[config.mk]
export PLATFORM = sky130hd
export DESIGN_NAME = fp16_mul_seq
export DESIGN_NICKNAME = d
export VERILOG_FILES = /design/src/rtl/fp16_mul_seq.sv
export SDC_FILE = /design/constraint.sdc
export NUM_CORES = 1
export LEC_CHECK = 0
export BUFFER_PORTS_ARGS = -buffer_cell sky130_fd_sc_hd__buf_2
export CORE_ASPECT_RATIO = 0.7
export CORE_UTILIZATION = 55
export DETAILED_ROUTE_END_ITERATION = 10
export PLACE_DENSITY = 0.8
export SLEW_MARGIN = 20
export SYNTH_ARGS = -nofsm -noshare
export SYNTH_HDL_FRONTEND = slang
export SYNTH_SLANG_ARGS = --single-unit
[constraint.sdc]
create_clock -name clk_i -period 3.7 [get_ports clk_i]
set_input_delay 0.37 -clock clk_i [delete_from_list [all_inputs] [get_ports clk_i]]
set_output_delay 0.37 -clock clk_i [all_outputs]
set_load 0.005 [all_outputs]
[src/rtl/fp16_mul_seq.sv]
// fp16_mul_seq: multi-cycle IEEE-754 binary16 multiplier sequencer.
// One operand pair is accepted per operation. The 11x11 mantissa product is
// built over 11 shift-add cycles, then normalized (truncating) and packed.
// The result and flags are held until the consumer accepts them.
//
// Ports:
//   clk_i        clock, rising edge
//   rst_ni       asynchronous active-low reset
//   opA_i/opB_i  operands {sign, exp[4:0], frac[9:0]}
//   req_valid_i  operand pair valid;  req_ready_o  block idle and can accept
//   res_o        packed product;      flags_o {invalid, overflow, underflow}
//   res_valid_o  result valid;        res_ready_i consumer accepts result
//   busy_o       high in any state other than IDLE
module fp16_mul_seq #(
    parameter bit OVF_SAT = 1'b0
) (
    input  logic        clk_i,
    input  logic        rst_ni,
    input  logic [15:0] opA_i,
    input  logic [15:0] opB_i,
    input  logic        req_valid_i,
    output logic        req_ready_o,
    output logic [15:0] res_o,
    output logic [2:0]  flags_o,
    output logic        res_valid_o,
    input  logic        res_ready_i,
    output logic        busy_o
);

    typedef enum logic [1:0] {S_IDLE, S_MULT, S_NORM, S_DONE} state_t;

    state_t             state;
    logic               sign;
    logic [10:0]        ma;
    logic [10:0]        mb;
    logic signed [6:0]  esum;
    logic               cls_invalid;
    logic               cls_inf;
    logic               cls_zero;
    logic [21:0]        acc;
    logic [3:0]         cnt;

    // Operand classification on the raw inputs; latched on the accept edge.
    logic [4:0] a_exp, b_exp;
    logic       a_zero, b_zero, a_inf, b_inf, a_nan, b_nan;

    always_comb begin
        a_exp  = opA_i[14:10];
        b_exp  = opB_i[14:10];
        a_zero = (a_exp == '0);
        b_zero = (b_exp == '0);
        a_inf  = (a_exp == '1) && (opA_i[9:0] == '0);
        b_inf  = (b_exp == '1) && (opB_i[9:0] == '0);
        a_nan  = (a_exp == '1) && (opA_i[9:0] != '0);
        b_nan  = (b_exp == '1) && (opB_i[9:0] != '0);
    end

    // Normalization and result packing from the finished accumulator.
    logic signed [6:0] e_norm;
    logic [9:0]        frac_norm;
    logic [15:0]       res_next;
    logic [2:0]        flags_next;

    always_comb begin
        if (acc[21]) begin
            frac_norm = acc[20:11];
            e_norm    = esum + 7'sd1;
        end else begin
            frac_norm = acc[19:10];
            e_norm    = esum;
        end
        flags_next = '0;
        if (cls_invalid) begin
            res_next      = 16'h7E00;
            flags_next[2] = 1'b1;
        end else if (cls_inf) begin
            res_next = {sign, 5'h1F, 10'h000};
        end else if (cls_zero) begin
            res_next = {sign, 15'h0000};
        end else if (e_norm >= 7'sd31) begin
            res_next      = OVF_SAT ? {sign, 5'h1E, 10'h3FF} : {sign, 5'h1F, 10'h000};
            flags_next[1] = 1'b1;
        end else if (e_norm <= 7'sd0) begin
            res_next      = {sign, 15'h0000};
            flags_next[0] = 1'b1;
        end else begin
            res_next = {sign, e_norm[4:0], frac_norm};
        end
    end

    assign req_ready_o = (state == S_IDLE);
    assign busy_o      = (state != S_IDLE);

    always_ff @(posedge clk_i or negedge rst_ni) begin
        if (!rst_ni) begin
            state       <= S_IDLE;
            sign        <= 1'b0;
            ma          <= '0;
            mb          <= '0;
            esum        <= '0;
            cls_invalid <= 1'b0;
            cls_inf     <= 1'b0;
            cls_zero    <= 1'b0;
            acc         <= '0;
            cnt         <= '0;
            res_o       <= '0;
            flags_o     <= '0;
            res_valid_o <= 1'b0;
        end else begin
            case (state)
                S_IDLE: begin
                    if (req_valid_i) begin
                        sign        <= opA_i[15] ^ opB_i[15];
                        ma          <= {1'b1, opA_i[9:0]};
                        mb          <= {1'b1, opB_i[9:0]};
                        esum        <= $signed({2'b00, a_exp}) + $signed({2'b00, b_exp}) - 7'sd15;
                        cls_invalid <= a_nan | b_nan | (a_inf & b_zero) | (b_inf & a_zero);
                        cls_inf     <= a_inf | b_inf;
                        cls_zero    <= a_zero | b_zero;
                        acc         <= '0;
                        cnt         <= '0;
                        state       <= S_MULT;
                    end
                end
                S_MULT: begin
                    if (mb[cnt]) begin
                        acc <= acc + ({11'd0, ma} << cnt);
                    end
                    if (cnt == 4'd10) begin
                        state <= S_NORM;
                    end else begin
                        cnt <= cnt + 4'd1;
                    end
                end
                S_NORM: begin
                    res_o       <= res_next;
                    flags_o     <= flags_next;
                    res_valid_o <= 1'b1;
                    state       <= S_DONE;
                end
                S_DONE: begin
                    if (res_ready_i) begin
                        res_valid_o <= 1'b0;
                        state       <= S_IDLE;
                    end
                end
                default: state <= S_IDLE;
            endcase
        end
    end

endmodule

==> results of run 1 <==
[layout by cell type (no fill, tap or decap), drive strengths merged, types with 3 or more instances in the layout]
cell type  instances
o22a               4
mux2              28
a31oi              6
nand2b            10
nor3              12
a21oi             39
o41ai              5
a22o               7
mux2i             19
or4                3
nor4               5
nand4              4
nor2b              6
xnor2             12
clkinv             3
buf               77
and2               5
dfrtp             80
and3               3
inv               35
mux4               3
a21o               8
nand2             70
o22ai             18
clkbuf            10
o31ai             11
nor2              46
xor2              12
a211oi             7
o21ai             46
o211ai             3
nand3             13
or3                7
ha                37
[per-stage QoR]
step	hold slack [ps]	cell area (um2)
floorplan	74.4	5590
global placement	469	6020
detailed placement	479	6020
CTS	235	6320
global route	120	6380
finish	47.8	6380
[what timing repair did]
item / in CTS / in global routing
buffers inserted: 0 / 5
setup endpoints to repair: 1 / 4
pin swaps: 0 / 3
resized for setup: 2 / 7
[power breakdown]
group | internal, mW | leakage [nW] | switching, mW
combinational | 1.41 | 1.73 | 1.87
clock | 0.537 | 0.145 | 0.355
sequential | 1.23 | 1.02 | 0.323
[cell type report]
| class | instances | area (um2) |
|---|---|---|
| Timing Repair Buffer | 77 | 439 |
| Inverter | 36 | 139 |
| Tap cell | 128 | 160 |
| Clock inverter | 5 | 56.3 |
| Sequential cell | 80 | 2000 |
| Multi-Input combinational cell | 474 | 3340 |
| Clock buffer | 10 | 239 |
| Fill cell | 794 | 3420 |
[final timing paths]
kind	from	end	cells after the start
worst max-delay path	cnt[0]	acc[20]	17
worst min-delay path	rst_ni	res_o[2]	1
worst max register to register	cnt[0]	acc[20]	17
worst min register to register	acc[2]	acc[2]	2
max in group asynchronous	rst_ni	cnt[0]	1
min in group clk_i	opA_i[9]	ma[9]	2
[worst max-delay path, delay by kind of cell (launching register included)]
family | cells | cell delay (ps)
simple gates | 9 | 1250
compound gates | 5 | 720
flops | 1 | 450
fa+ha+maj | 1 | 390
mux | 1 | 360
buf+inv | 1 | 220
[registers in the layout, summed over array words and instances, names as in the netlist]
signal	count
state	2
ma	11
res_valid_o	1
sign	1
cls_inf	1
cnt	4
res_o	16
cls_zero	1
acc	22
cls_invalid	1
flags_o	3
mb	10
esum	7
[kinds of logic (layout without fill, tap and decap cells)]
group	after synthesis	after routing
AO/OA/AOI/OAI	170	170
XOR/XNOR	24	24
adder cells (fa/ha/maj)	39	39
buffers and inverters	65	128
flip-flops	80	80
multiplexers	50	50
AND/OR/NAND/NOR	191	191
[metal layers]
metal	vias up	share of wire (%)	track usage [%]
li1	2362	-	-
met1	2348	48	40.9
met2	186	43	40.4
met3	20	6.7	5.33
met4	0	1.4	7.10
met5	-	0	0
==> flow_metrics.env, run 1 <==
export IMPL_tightest_slew_ps=918
export IMPL_hold_viol=0
export IMPL_ys_seq_area_share_pct=35.8
export IMPL_finalMaxSlewViolations=0
export IMPL_portBuffers=57
export IMPL_post_place_ws_ps=-22.1
export IMPL_start_util_pct=57.1
export IMPL_path_clk_slew_ps=60
export IMPL_cts_tree="yes"
export IMPL_wl_per_cell_um=16.8
export IMPL_powerDensity_nw_per_um2=897
export IMPL_critPathRequiredTime_ps=3950
export IMPL_critPathLaunchType="register"
export IMPL_setup_slack_ps=177
export IMPL_routabilityCongestion=0.939
export IMPL_wl_um=13600
export IMPL_grt_overflow_total=0
export IMPL_synth_commonest_cells="80 x dfrtp_1, 70 x nand2_1, 46 x nor2_1"
export IMPL_dieArea_um2=10600
export IMPL_ys_ff_latch=80
export IMPL_async_reset_ff_share_pct=100
export IMPL_num_io_pins=58
export IMPL_r2r_slack_ps=180
export IMPL_hold_buffers=0
export IMPL_max_freq_mhz=284
export IMPL_htreeDepth=3
export IMPL_numCtsBuffers=9
export IMPL_synthesis_nets=694
export IMPL_path_max_fanout=8
export IMPL_synth_cell_types=67
export IMPL_synth_area_leaders="dfrtp_1 36%, ha_1 8.3%, mux2_2 5.6%"
export IMPL_synthCells=619
export IMPL_setup_viol=0
export IMPL_drc=0
export IMPL_drt_iter0_drc=375
export IMPL_dr_total_vias=4916
export IMPL_cts_max_path_buffers=2
export IMPL_endpoint_kind="register"
export IMPL_root_buffer="clkbuf_16"
export IMPL_dp_cells=790
export IMPL_place_detailed_hpwl_um=10100
export IMPL_synth_warnings=0
export IMPL_tns_ps=0
export IMPL_synth_flop_cell="dfrtp_1"
export IMPL_final_cells=810
export IMPL_die_x_um=123
export IMPL_post_route_min_period_ps=3520
export IMPL_yosysMostFrequentCell="dfrtp_1"
export IMPL_synth_avg_cell_area_um2=9.04
export IMPL_final_util_pct=65.1
export IMPL_layout_nets=753
export IMPL_via_per_inst=6.07
export IMPL_p_leak_nw=2.90
export IMPL_grt_use_total_pct=27.4
export IMPL_synthMuxAreaShare_pct=10.2
export IMPL_grt_pass1_wl_um=22400
export IMPL_die_y_um=86.4
export IMPL_cp_cell_sequence="buf_2 -> mux2_2 -> nor2_1 -> a21oi_1 -> nand2_1 -> nand2_1 -> nand2_1 -> o31ai_1 -> ha_1 -> nand4_1 -> nor3b_2 -> o21ai_2 -> a21oi_2 -> or3_4 -> nand3_1 -> and4_1 -> o41ai_2"
export IMPL_dr_pass1_iters=5
export IMPL_synth_top_family_by_area="compound AO/OA/AOI/OAI gates"
export IMPL_n_antenna_cell=0
export IMPL_synth_compound_area_share_pct=20.1
export IMPL_core_um2=9800
export IMPL_antenna_found_initial=0
export IMPL_yosys_area_share_simple_pct=16.2
export IMPL_synth_top_cell_by_area="dfrtp_1"
export IMPL_grt_pass1_vias=4448
export IMPL_drive_gt1_share_pct=21.1
export IMPL_clock_latency_ps=350
export IMPL_grt_max_degree=81
export IMPL_cp_common_cell="nand2_1"
export IMPL_timing_final_crit_share_pct=95.2
export IMPL_maxCapViolations=0
export IMPL_peakVddDrop_mv=0.401
export IMPL_clkSinkCount=80
export IMPL_detail_route_antenna_nets=0
export IMPL_clock_skew_ps=5.68
export IMPL_max_slew_margin_pct=38.8
export IMPL_hold_class="in2async"
export IMPL_syn_area_um2=5590
export IMPL_synthXorXnorAreaFrac_pct=3.76
export IMPL_criticalPathCategory="reg2reg"
export IMPL_cp_slowest_cell="dfrtp_2"
export IMPL_area_delta_synth_final_pct=14.0
export IMPL_finalPower_mw=5.72
export IMPL_worstPathArrival_ps=3770
export IMPL_status="finished, final reports clean"
export IMPL_synthDominantCellAreaShare_pct=35.8
export IMPL_critPathMaxStageDelay_ps=450
export IMPL_synth_edf_count=0
export IMPL_row_count=30
export IMPL_synthAdderAreaFrac_pct=8.99
(Power assumes the default switching activity.)
==> run 2, diff against run 1 <==
clock period = 3.45 ns   (was 3.7 ns; I/O delays follow)
==> flow_metrics.env, run 2 (synthesis results as in run 1) <==
export IMPL_antenna_found_initial=0
export IMPL_n_fill_cell=759
export IMPL_seqCellArea_um2=2000
export IMPL_grt_pass1_wl_um=22900
export IMPL_drt_iter0_drc=423
export IMPL_cts_max_path_buffers=2
export IMPL_final_cell_mix="79 x dfrtp_1, 69 x nand2_1, 56 x buf_2"
export IMPL_drive_gt1_share_pct=26.4
export IMPL_worst_r2r_path_depth=15
export IMPL_numCtsBuffers=9
export IMPL_grt_use_total_pct=27.9
export IMPL_clock_latency_ps=350
export IMPL_post_route_min_period_ps=3430
export IMPL_wl_per_cell_um=17.1
export IMPL_clock_power_share_pct=15.8
export IMPL_top_regs="acc: 22 flops, res_o: 16 flops, ma: 11 flops"
export IMPL_critPathRequiredTime_ps=3690
export IMPL_dr_total_vias=4978
export IMPL_cts_tree="yes"
export IMPL_clkSinkCount=80
export IMPL_place_detailed_hpwl_um=10100
export IMPL_drc=0
export IMPL_routabilityCongestion=0.963
export IMPL_fin_hold_ws_ps=30.1
export IMPL_p_leak_nw=3.01
export IMPL_root_buffer="clkbuf_16"
export IMPL_htreeDepth=3
export IMPL_rsz0062_at_grt="true"
export IMPL_die_x_um=123
export IMPL_row_count=30
export IMPL_grt_pass1_vias=4539
export IMPL_dr_pass1_iters=5
export IMPL_final_cells=824
export IMPL_swShare_pct=43.9
export IMPL_hold_buffers=0
export IMPL_start_util_pct=57.1
export IMPL_max_slew_margin_pct=36.9
export IMPL_wl_um=14100
export IMPL_path_max_fanout=6
export IMPL_setup_viol=0
export IMPL_maxCapViolations=0
export IMPL_tightest_slew_ps=946
export IMPL_powerDensity_nw_per_um2=1000
export IMPL_path_clk_slew_ps=60
export IMPL_worstPathArrival_ps=3670
export IMPL_dpl_cell_area_um2=6100
export IMPL_dp_cells=801
export IMPL_finalInstanceArea_um2=6620
export IMPL_timing_final_crit_share_pct=99.3
export IMPL_criticalPathCategory="reg2reg"
export IMPL_grt_max_degree=81
export IMPL_max_freq_mhz=292
export IMPL_multi_input_area_um2=3440
export IMPL_critPathLaunchType="register"
export IMPL_seqPwrFrac_pct=25.1
export IMPL_finalPower_mw=6.61
export IMPL_finalMaxSlewViolations=0
export IMPL_core_um2=9800
export IMPL_p_int_mw=3.71
export IMPL_top_register="acc"
export IMPL_via_per_inst=6.04
export IMPL_n_antenna_cell=0
export IMPL_endpoint_kind="register"
export IMPL_p_switching_mw=2.90
export IMPL_tns_ps=0
export IMPL_hold_class="in2async"
export IMPL_final_common_cell="dfrtp_1"
export IMPL_detail_route_antenna_nets=0
export IMPL_die_y_um=86.4
export IMPL_dieArea_um2=10600
export IMPL_status="finished, final reports clean"
export IMPL_grt_overflow_total=0
export IMPL_comb_power_share_pct=59.1
export IMPL_largest_reg_flops=22
export IMPL_hold_viol=0
export IMPL_layout_nets=767
export IMPL_portBuffers=57
export IMPL_num_io_pins=58
export IMPL_area_delta_synth_final_pct=18.3
export IMPL_peakVddDrop_mv=0.552
export IMPL_clock_skew_ps=7.63
## run 2: cell types whose count changed in the layout (fill, tap and decap cells not counted), sizes merged
cell,delta
buf,+14
inv,-1
bufinv,+1
## run 2: what timing repair did
item                                    4_1_cts  5_1_grt
pin swaps                                     1       20
resized for setup                             7       35
buffers inserted                              2        6
gates cloned                                  0        0
endpoints found under the setup margin        4        8
## run 2: routing by layer
metal | track usage [%] | part of all wire (%) | vias up | wire (um)
met2 | 41.0 | 43 | 200 | 6060
met1 | 41.2 | 48 | 2362 | 6710
met5 | 0 | 0 | - | 0
met3 | 6.78 | 7.7 | 24 | 1090
li1 | - | - | 2392 | -
met4 | 6.65 | 1.5 | 0 | 205
## run 2: area by class of cell
class,count,area share (%)
Clock inverter,5,1.23
Timing Repair Buffer,91,8.32
Inverter,36,2.10
Sequential cell,80,30.3
Tap cell,128,2.42
Multi-Input combinational cell,474,52.0
Clock buffer,10,3.61
## run 2: worst max-delay path, stage by stage (launching register included)
cell and delay (ps):
dfrtp_2 440, buf_6 150, mux2_2 360, nor2_2 90, a21oi_1 70, a32o_2 260, nor2_2 110, a21oi_2 70
ha_1 340, buf_4 160, a21oi_1 140, and2b_2 250, or3_4 390, nand3_2 80, a31oi_1 90, o41ai_2 290
## run 2: power groups by stage
stage               Clock, mW  Combinational [mW]  Sequential (mW)
detailed placement          0                3.50             1.66
finish                   1.05                3.91             1.66
floorplan                   0                2.63             1.54
CTS                      1.06                3.59             1.64
global route             1.09                4.30             1.71
global placement            0                3.39             1.64
## run 2: path summary, 6_finish.rpt
| kind | from | slack [ps] | endpoint |
|---|---|---|---|
| hold reg to reg | acc[5] | 490 | acc[5] |
| max in group asynchronous | rst_ni | 2870 | cnt[0] |
| setup reg to reg | cnt[0] | 20 | acc[20] |
| hold / removal | rst_ni | 30 | res_o[0] |
| min in group clk_i | opA_i[8] | 240 | ma[8] |
| setup / recovery | cnt[0] | 20 | acc[20] |
## run 2: through the flow
step	utilization (%)	setup slack, ps
global placement	62.2	25.3
detailed placement	62.2	-123
floorplan	-	67.5
CTS	65.9	36.2
finish	67.5	23.1
global route	67.5	-92.9
==> run 3, diff against run 2 <==
CTS_BUF_LIST = sky130_fd_sc_hd__clkbuf_16   (was unset)
==> flow_metrics.env, run 3 (synthesis results as in run 1) <==
export IMPL_status="finished, final reports clean"
export IMPL_antenna_found_initial=0
export IMPL_dpl_cell_area_um2=6100
export IMPL_drive_gt1_share_pct=26.6
export IMPL_met2_usage_pct=41.1
export IMPL_critPathMaxStageDelay_ps=460
export IMPL_hold_buffers=0
export IMPL_clkSinkCount=80
export IMPL_core_um2=9800
export IMPL_start_util_pct=57.1
export IMPL_critPathRequiredTime_ps=3690
export IMPL_root_buffer="clkbuf_16"
export IMPL_num_io_pins=58
export IMPL_dp_cells=801
export IMPL_criticalPathCategory="reg2reg"
export IMPL_dieArea_um2=10600
export IMPL_cp_cell_sequence="buf_6 -> mux2_4 -> nor2_2 -> a21oi_1 -> a32o_1 -> nor2_2 -> a21oi_2 -> ha_4 -> buf_4 -> a21oi_1 -> and2b_2 -> or3_4 -> nand3_2 -> a31oi_1 -> o41ai_2"
export IMPL_die_x_um=123
export IMPL_dr_total_vias=4964
export IMPL_max_slew_margin_pct=36.9
export IMPL_finalInstanceArea_um2=6630
export IMPL_dr_pass1_iters=5
export IMPL_via_per_inst=6.02
export IMPL_final_cell_mix="79 x dfrtp_1, 69 x nand2_1, 56 x buf_2"
export IMPL_endpoint_kind="register"
export IMPL_grt_max_degree=81
export IMPL_clock_latency_ps=340
export IMPL_top_usage_layer="met1"
export IMPL_routabilityCongestion=0.963
export IMPL_place_detailed_hpwl_um=10100
export IMPL_cts_max_path_buffers=2
export IMPL_clock_skew_ps=8.27
export IMPL_setup_slack_ps=94.9
export IMPL_post_place_ws_ps=-123
export IMPL_numCtsBuffers=9
export IMPL_cp_slowest_cell="dfrtp_2"
export IMPL_rsz0062_at_grt="true"
export IMPL_tightest_slew_ps=947
export IMPL_n_antenna_cell=0
export IMPL_htreeDepth=3
export IMPL_peakVddDrop_mv=0.555
export IMPL_portBuffers=57
export IMPL_final_util_pct=67.7
export IMPL_p_leak_nw=3.00
export IMPL_layout_nets=767
export IMPL_grt_use_total_pct=27.9
export IMPL_largest_reg_flops=22
export IMPL_grt_overflow_total=0
export IMPL_path_clk_slew_ps=60
export IMPL_grt_use_met1_pct=41.1
export IMPL_grt_use_met3_pct=6.58
export IMPL_finalPower_mw=6.61
export IMPL_grt_pass1_vias=4546
export IMPL_timing_final_crit_share_pct=97.2
export IMPL_post_route_min_period_ps=3360
export IMPL_worstPathArrival_ps=3590
export IMPL_path_max_fanout=6
export IMPL_drt_iter0_drc=510
export IMPL_worst_r2r_path_depth=15
export IMPL_detail_route_antenna_nets=0
export IMPL_cts_tree="yes"
export IMPL_grt_pass1_wl_um=22900
export IMPL_hold_viol=0
export IMPL_fin_hold_ws_ps=34.3
export IMPL_setup_viol=0
export IMPL_max_freq_mhz=298
export IMPL_finalMaxSlewViolations=0
export IMPL_top_regs="acc: 22 flops, res_o: 16 flops, ma: 11 flops"
export IMPL_hold_class="in2async"
export IMPL_wl_um=14000
export IMPL_drc=0
export IMPL_final_cells=824
export IMPL_top_register="acc"
export IMPL_maxCapViolations=0
export IMPL_tns_ps=0
export IMPL_critPathLaunchType="register"
export IMPL_row_count=30
export IMPL_area_delta_synth_final_pct=18.5
export IMPL_die_y_um=86.4
export IMPL_wl_per_cell_um=17.0
export IMPL_final_common_cell="dfrtp_1"
export IMPL_powerDensity_nw_per_um2=998
## run 3: path summary, 6_finish.rpt
check / startpoint / endpoint / slack [ps]
max: cnt[0] / acc[20] / 90
min: rst_ni / res_o[0] / 30
max reg2reg: cnt[0] / acc[20] / 90
min reg2reg: acc[5] / acc[5] / 490
max in group asynchronous: rst_ni / cnt[0] / 2870
min in group clk_i: opB_i[1] / mb[1] / 250
## run 3: worst max-delay path, delay by kind of cell, from the launching register on
kind,cells,cell delay [ps]
flops,1,460
buf+inv,2,300
fa+ha+maj,1,250
compound gates,6,1200
simple gates,5,820
mux,1,210
## run 3: per-layer routing
metal	wire length (um)	vias to the layer above
met5	0	-
met4	198	0
met3	929	23
met2	6020	192
met1	6870	2358
li1	-	2391
## run 3: layout make-up
| type | count | area, um2 |
|---|---|---|
| clock buffers | 9 | 225 |
| flip-flops and latches | 80 | 2000 |
| fillers | 752 | 3170 |
| multi-input cells | 474 | 3470 |
| clock inverters | 6 | 85.1 |
| well taps | 128 | 160 |
| inverters | 36 | 139 |
| repair buffers | 91 | 551 |
## run 3: report_power, final
group | leakage [nW] | internal, mW | total, mW | switching, mW
Sequential | 1.02 | 1.32 | 1.66 | 0.342
Clock | 0.149 | 0.627 | 1.02 | 0.391
Combinational | 1.84 | 1.76 | 3.93 | 2.17
Total | 3.00 | 3.71 | 6.61 | 2.90
## run 3: what timing repair did
action,in CTS,in global routing
hold endpoints to repair,0,0
setup endpoints to repair,4,8
pin swaps,2,18
setup buffers,2,6
gates cloned,0,0
gates resized for setup,7,38
